[config.mk]
export PLATFORM = sky130hd
export DESIGN_NAME = wb_arbiter_2m
export DESIGN_NICKNAME = d
export VERILOG_FILES = /design/src/rtl/wb_arb_pkg.sv /design/src/rtl/wb_arb_watchdog.sv /design/src/rtl/wb_arbiter_2m.sv
export SDC_FILE = /design/constraint.sdc
export NUM_CORES = 1
export LEC_CHECK = 0
export ABC_AREA = 0
export CAP_MARGIN = 25
export CORE_AREA = 2 2 124 126
export DETAILED_ROUTE_END_ITERATION = 12
export DIE_AREA = 0 0 126 128
export PLACE_DENSITY = 0.62
export SLEW_MARGIN = 20
export SYNTH_ARGS = -nofsm -noshare
export SYNTH_HDL_FRONTEND = slang
export SYNTH_SLANG_ARGS = --single-unit
export TNS_END_PERCENT = 30
[constraint.sdc]
create_clock -name wb_clk_i -period 2.94 [get_ports wb_clk_i]
set_input_delay 0.294 -clock wb_clk_i [delete_from_list [all_inputs] [get_ports wb_clk_i]]
set_output_delay 0.294 -clock wb_clk_i [all_outputs]
set_load 0.005 [all_outputs]
[src/rtl/wb_arb_pkg.sv]
// Purpose: shared state and grant encodings for the two-master Wishbone arbiter.
// Latency: n/a (declarations only).
// Backpressure: n/a.
package wb_arb_pkg;

  typedef enum logic [1:0] {
    ST_IDLE = 2'd0,
    ST_GNT0 = 2'd1,
    ST_GNT1 = 2'd2
  } arb_state_e;

  localparam logic [1:0] GNT_NONE = 2'b00;
  localparam logic [1:0] GNT_M0   = 2'b01;
  localparam logic [1:0] GNT_M1   = 2'b10;

endpackage

[src/rtl/wb_arb_watchdog.sv]
// Purpose: counts strobe-without-response cycles and pulses an error on a hung transfer.
// Latency: error pulses the cycle after TIMEOUT_CYCLES unanswered strobe cycles.
// Backpressure: none; the pulse forces the slave strobe low for that one cycle.
module wb_arb_watchdog #(
  parameter int unsigned TIMEOUT_CYCLES = 1024
) (
  input  logic       clk_i,
  input  logic       rst_i,
  input  logic [1:0] grant_i,
  input  logic       stb_i,
  input  logic       ack_i,
  input  logic       err_i,
  output logic       wdog_err_o
);

  localparam int unsigned CW = $clog2(TIMEOUT_CYCLES);
  localparam logic [CW-1:0] CNT_LAST = CW'(TIMEOUT_CYCLES - 1);

  logic [CW-1:0] cnt_q;
  logic          err_q;
  logic [1:0]    gprev_q;

  // Stall counter: a fresh grant counts its own first strobe cycle as 1, any response or idle strobe clears it
  always_ff @(posedge clk_i) begin
    if (rst_i) begin
      cnt_q   <= '0;
      err_q   <= 1'b0;
      gprev_q <= 2'b00;
    end else begin
      gprev_q <= grant_i;
      err_q   <= 1'b0;
      if (err_q || !stb_i || ack_i || err_i) begin
        cnt_q <= '0;
      end else if (grant_i != gprev_q) begin
        cnt_q <= CW'(1);
      end else if (cnt_q == CNT_LAST) begin
        cnt_q <= '0;
        err_q <= 1'b1;
      end else begin
        cnt_q <= cnt_q + CW'(1);
      end
    end
  end

  assign wdog_err_o = err_q;

endmodule

[src/rtl/wb_arbiter_2m.sv]
// Purpose: round-robin two-master to one-slave Wishbone classic arbiter; optional watchdog under WB_ARB_TIMEOUT_EN.
// Latency: one cycle from cyc request (sampled in IDLE) to slave cyc/stb; responses are combinational.
// Backpressure: grant held for the whole cyc burst; the losing master simply waits with cyc high.
module wb_arbiter_2m
  import wb_arb_pkg::*;
#(
  parameter int          DW             = 32,
  parameter int          AW             = 32,
  parameter int unsigned TIMEOUT_CYCLES = 1024
) (
  input  logic            wb_clk_i,
  input  logic            wb_rst_i,
  input  logic [DW-1:0]   m0_data_i,
  input  logic [AW-1:0]   m0_addr_i,
  input  logic [DW/8-1:0] m0_sel_i,
  input  logic            m0_we_i,
  input  logic            m0_cyc_i,
  input  logic            m0_stb_i,
  output logic [DW-1:0]   m0_data_o,
  output logic            m0_ack_o,
  output logic            m0_err_o,
  input  logic [DW-1:0]   m1_data_i,
  input  logic [AW-1:0]   m1_addr_i,
  input  logic [DW/8-1:0] m1_sel_i,
  input  logic            m1_we_i,
  input  logic            m1_cyc_i,
  input  logic            m1_stb_i,
  output logic [DW-1:0]   m1_data_o,
  output logic            m1_ack_o,
  output logic            m1_err_o,
  output logic [DW-1:0]   s_data_o,
  output logic [AW-1:0]   s_addr_o,
  output logic [DW/8-1:0] s_sel_o,
  output logic            s_we_o,
  output logic            s_cyc_o,
  output logic            s_stb_o,
  input  logic [DW-1:0]   s_data_i,
  input  logic            s_ack_i,
  input  logic            s_err_i,
  output logic [1:0]      grant_o
);

  arb_state_e state_q;
  logic [1:0] grant_q;
  logic       last_m1_q;   // 1 when m1 held the most recent grant
  logic       gnt0, gnt1;
  logic       stb_raw;
  logic       wdog_err;
  logic       m0_live, m1_live;

  // Arbitration FSM: no preemption while the owner holds cyc, hand over directly on release, round-robin on ties
  always_ff @(posedge wb_clk_i) begin
    if (wb_rst_i) begin
      state_q   <= ST_IDLE;
      grant_q   <= GNT_NONE;
      last_m1_q <= 1'b1;
    end else begin
      case (state_q)
        ST_IDLE: begin
          if (m0_cyc_i && (!m1_cyc_i || last_m1_q)) begin
            state_q   <= ST_GNT0;
            grant_q   <= GNT_M0;
            last_m1_q <= 1'b0;
          end else if (m1_cyc_i) begin
            state_q   <= ST_GNT1;
            grant_q   <= GNT_M1;
            last_m1_q <= 1'b1;
          end
        end
        ST_GNT0: begin
          if (!m0_cyc_i) begin
            if (m1_cyc_i) begin
              state_q   <= ST_GNT1;
              grant_q   <= GNT_M1;
              last_m1_q <= 1'b1;
            end else begin
              state_q <= ST_IDLE;
              grant_q <= GNT_NONE;
            end
          end
        end
        ST_GNT1: begin
          if (!m1_cyc_i) begin
            if (m0_cyc_i) begin
              state_q   <= ST_GNT0;
              grant_q   <= GNT_M0;
              last_m1_q <= 1'b0;
            end else begin
              state_q <= ST_IDLE;
              grant_q <= GNT_NONE;
            end
          end
        end
        default: begin
          state_q <= ST_IDLE;
          grant_q <= GNT_NONE;
        end
      endcase
    end
  end

  assign gnt0    = (state_q == ST_GNT0);
  assign gnt1    = (state_q == ST_GNT1);
  assign m0_live = gnt0 & m0_cyc_i & m0_stb_i;
  assign m1_live = gnt1 & m1_cyc_i & m1_stb_i;
  assign stb_raw = m0_live | m1_live;

  // Slave-side mux driven from the registered owner; everything is zero while idle
  always_comb begin
    s_data_o = '0;
    s_addr_o = '0;
    s_sel_o  = '0;
    s_we_o   = 1'b0;
    s_cyc_o  = 1'b0;
    if (gnt0) begin
      s_data_o = m0_data_i;
      s_addr_o = m0_addr_i;
      s_sel_o  = m0_sel_i;
      s_we_o   = m0_we_i;
      s_cyc_o  = m0_cyc_i;
    end else if (gnt1) begin
      s_data_o = m1_data_i;
      s_addr_o = m1_addr_i;
      s_sel_o  = m1_sel_i;
      s_we_o   = m1_we_i;
      s_cyc_o  = m1_cyc_i;
    end
  end

`ifdef WB_ARB_TIMEOUT_EN
  wb_arb_watchdog #(
    .TIMEOUT_CYCLES(TIMEOUT_CYCLES)
  ) u_wdog (
    .clk_i      (wb_clk_i),
    .rst_i      (wb_rst_i),
    .grant_i    (grant_q),
    .stb_i      (stb_raw),
    .ack_i      (s_ack_i),
    .err_i      (s_err_i),
    .wdog_err_o (wdog_err)
  );
`else
  logic unused_timeout_cfg;
  assign unused_timeout_cfg = (TIMEOUT_CYCLES >= 2);
  assign wdog_err = 1'b0;
`endif

  // The strobe is withdrawn in the cycle the watchdog aborts the transfer
  assign s_stb_o = stb_raw & ~wdog_err;

  assign m0_ack_o  = s_ack_i & m0_live;
  assign m1_ack_o  = s_ack_i & m1_live;
  assign m0_err_o  = (s_err_i | wdog_err) & m0_live;
  assign m1_err_o  = (s_err_i | wdog_err) & m1_live;
  assign m0_data_o = gnt0 ? s_data_i : '0;
  assign m1_data_o = gnt1 ? s_data_i : '0;
  assign grant_o   = grant_q;

endmodule

==> results of run 1 <==
## synthesized netlist by cell type
library cell,instances
dfxtp_1,3
a31oi_1,2
or4b_1,1
ha_1,5
o21ai_0,66
inv_1,5
a211o_1,1
a22o_1,4
nand2b_1,3
buf_6,1
mux2i_1,1
nand3b_1,1
o22ai_1,1
a21oi_1,2
buf_1,3
nor2_1,5
nand3_1,2
a221oi_1,1
and2_1,64
nor2b_1,2
nand2_1,136
o211ai_2,1
clkbuf_1,25
## path summary, 6_finish.rpt
check / to
max: s_sel_o[3]
min: grant_o[0]
max reg2reg: grant_o[0]
min reg2reg: grant_o[0]
## power breakdown
group | switching [mW] | total (mW) | internal (mW)
clock | 0.0384 | 0.217 | 0.179
combinational | 0.754 | 1.91 | 1.16
sequential | 0.0225 | 0.0789 | 0.0564
total | 0.815 | 2.21 | 1.39
## sequential cells by signal, summed over array words and instances, names as in the netlist
name and cells:
grant_o 2, last_m1_q 1
## per-stage QoR
step | area (sq um) | hold slack, ps
6_report | 5170 | 579
5_1_grt | 5170 | 631
4_1_cts | 5170 | 590
3_5_place_dp | 5090 | 579
3_3_place_gp | 5090 | 560
2_1_floorplan | 1680 | 363
## final cells by class
class / instances / share of cell area
Timing Repair Buffer: 326 / 0.632
Sequential cell: 3 / 0.0116
Multi-Input combinational cell: 298 / 0.292
Clock buffer: 4 / 0.0152
Inverter: 5 / 0.00363
Tap cell: 188 / 0.0455
## worst max-delay path, cell delays in order (launching register included)
cell and delay [ps]:
dfxtp_1 430, inv_1 140, ha_4 340, nor2b_1 410, a22o_1 220, clkdlybuf4s50_1 510
## placed cells by master (no fill, tap or decap), types with 2 or more instances in the layout
cell,synthesis,layout
a21oi_1,2,2
clkbuf_16,0,3
ha_1,5,3
ha_4,0,2
buf_12,0,2
buf_4,0,6
dfxtp_1,3,3
inv_1,5,5
clkdlybuf4s50_1,0,318
and2_1,64,64
nand3_1,2,2
nand2b_1,3,3
nor2_1,5,5
o21ai_0,66,66
a31oi_1,2,2
nor2b_1,2,2
a22o_1,4,4
nand2_1,136,136
## metal layers
| metal | up-vias | routed length [um] | track usage |
|---|---|---|---|
| met3 | 7 | 1120 | 0.0338 |
| met5 | - | 0 | 0 |
| met4 | 0 | 61 | 0.0155 |
| met2 | 199 | 5580 | 0.241 |
| met1 | 1376 | 4380 | 0.144 |
| li1 | 1675 | - | - |
## logic make-up (layout without fill, tap and decap cells)
group,count (synthesis),in the layout
AO/OA/AOI/OAI,78,78
adder cells (fa/ha/maj),5,5
buffers and inverters,34,335
flip-flops,3,3
multiplexers,1,1
AND/OR/NAND/NOR,214,214
==> results.yml, run 1 <==
synthesis:
  syn_inst: 335
  ys_types: 23
  synth_area_leaders: "nand2_1 30%, and2_1 24%, o21ai_0 20%"
  synthAdderAreaFrac: 0.0372
  syn_area_per_cell_sq_um: 5.02
  synthMuxAreaShare: 0.00596
  yosys_warnings: 0
  yosys.area.top_type: "nand2_1"
  yosys.area_share.simple: 0.588
  synth-xor-area-share: 0
  ys_seq_elements: 3
  syn_area_sq_um: 1680
  synth_compound_area_frac: 0.252
  yosysTopAreaCellShare: 0.304
  synth_top_family_by_area: "simple AND/OR/NAND/NOR gates"
  seq_area_frac_synth: 0.0357
  synth_fp_nets: 518
floorplan:
  die_y_um: 128
  ios: 319
  die_w_um: 126
  rows: 45
  initial_core_util: 0.113
  die_area_sq_um: 16100
  core-area_sq_um: 14900
detailed_routing:
  dr.pass1.iters: 4
  routedWlPerCell_um: 13.5
  routed-via-count: 3257
  routed_wl_um: 11100
  postRouteAntennaNets: 0
  avgViaCountPerCell: 3.95
  drt-initial-drc-count: 113
  drc_errors: 0
setup_path:
  rrSetupSlack_ps: 890
  crit_type: "flip-flop to primary output"
  ff2ff_path_depth: 7
  crit_start: "grant_o[1]"
  cp.required_ps: 2650
  cp_max_fo: 51
  cp-end-kind: "primary output"
  crit_arrival_ps: 2290
  worstSetupStartpointType: "flip-flop"
  timing.rr.start: "grant_o[0]"
sta:
  rsz0062_at_grt: "false"
  worst_pin_slew_ps: 510
  period_needed_ps: 2590
  final-max-slew-violation-count: 0
  hold_viol: 0
  fin_skew_ps: 2.38
  setup_viol: 0
  finalCritPeriodShare: 0.880
  max-slew-margin-rel: 0.660
  fin_ws_ps: 353
  clock.fmax_ghz: 0.387
  fin_tns_setup_ps: 0
grt:
  gr-total-overflow: 0
  grt_pass1_wl_um: 16600
  track_usage: 0.126
  grt_pass1_vias: 3183
  grt_start_max_net_pins: 54
  antenna_found_initial: 0
hold_path:
  hold_path.class: "flip-flop to flip-flop"
  hold_depth: 2
  hp-start: "grant_o[0]"
flow_run:
  drv_cap: 0
placed_design:
  port_buffers: 318
  dp_hpwl_um: 9200
  dpl.cell_count: 820
  gp_congestion: 0.754
  preCtsSetupSlack_ps: 596
power:
  power_density_nw_per_um2: 427
  p_leak_nw: 1.84
  max-vdd-ir-drop_mv: 0.181
  power_mw: 2.21
cts:
  clk_path_buf_depth: 2
  ctsRootBufferMaster: "clkbuf_16"
  postCtsHoldBufs: 0
  cts_made_buffers: 3
  clkLatencyLatePin_ps: 230
  cts_tree: "built"
  clk_pin_slew_worst_paths_ps: 30
  cts_setup_buffers: 0
  cts-resized-gates: 0
  htree_levels: 1
  clock-sinks: 3
finish:
  drive_above_1_share: 0.0220
  final_core_util: 0.348
  final_cells: 824
  syn_to_final_growth_pct: 208
  num-fill-cells: 1591
  final_nets: 820
  multi_input_area_sq_um: 1510
  seq_area_sq_um: 60.1
  n_antenna_cell: 0
run_status:
  status: "completed"
No activity file was read; power rests on OpenSTA's default activity.
==> run 2, diff against run 1 <==
--- a/config.mk
+++ b/config.mk
@@ -5,9 +5,9 @@
 export SDC_FILE = /design/constraint.sdc
 export NUM_CORES = 1
 export LEC_CHECK = 0
-export ABC_AREA = 0
 export CAP_MARGIN = 25
 export CORE_AREA = 2 2 124 126
+export CTS_CLUSTER_DIAMETER = 60
 export DETAILED_ROUTE_END_ITERATION = 12
 export DIE_AREA = 0 0 126 128
 export PLACE_DENSITY = 0.62
==> results of run 2 <==
The final DEF is identical to that of run 1; final timing and power are the same.
==> run 3, diff against run 2 <==
--- a/config.mk
+++ b/config.mk
@@ -8,8 +8,10 @@
 export CAP_MARGIN = 25
 export CORE_AREA = 2 2 124 126
 export CTS_CLUSTER_DIAMETER = 60
+export CTS_CLUSTER_SIZE = 40
 export DETAILED_ROUTE_END_ITERATION = 12
 export DIE_AREA = 0 0 126 128
+export GPL_ROUTABILITY_DRIVEN = 1
 export PLACE_DENSITY = 0.62
 export SLEW_MARGIN = 20
 export SYNTH_ARGS = -nofsm -noshare
==> results of run 3 <==
The final DEF is identical to that of run 1; final timing and power are the same.
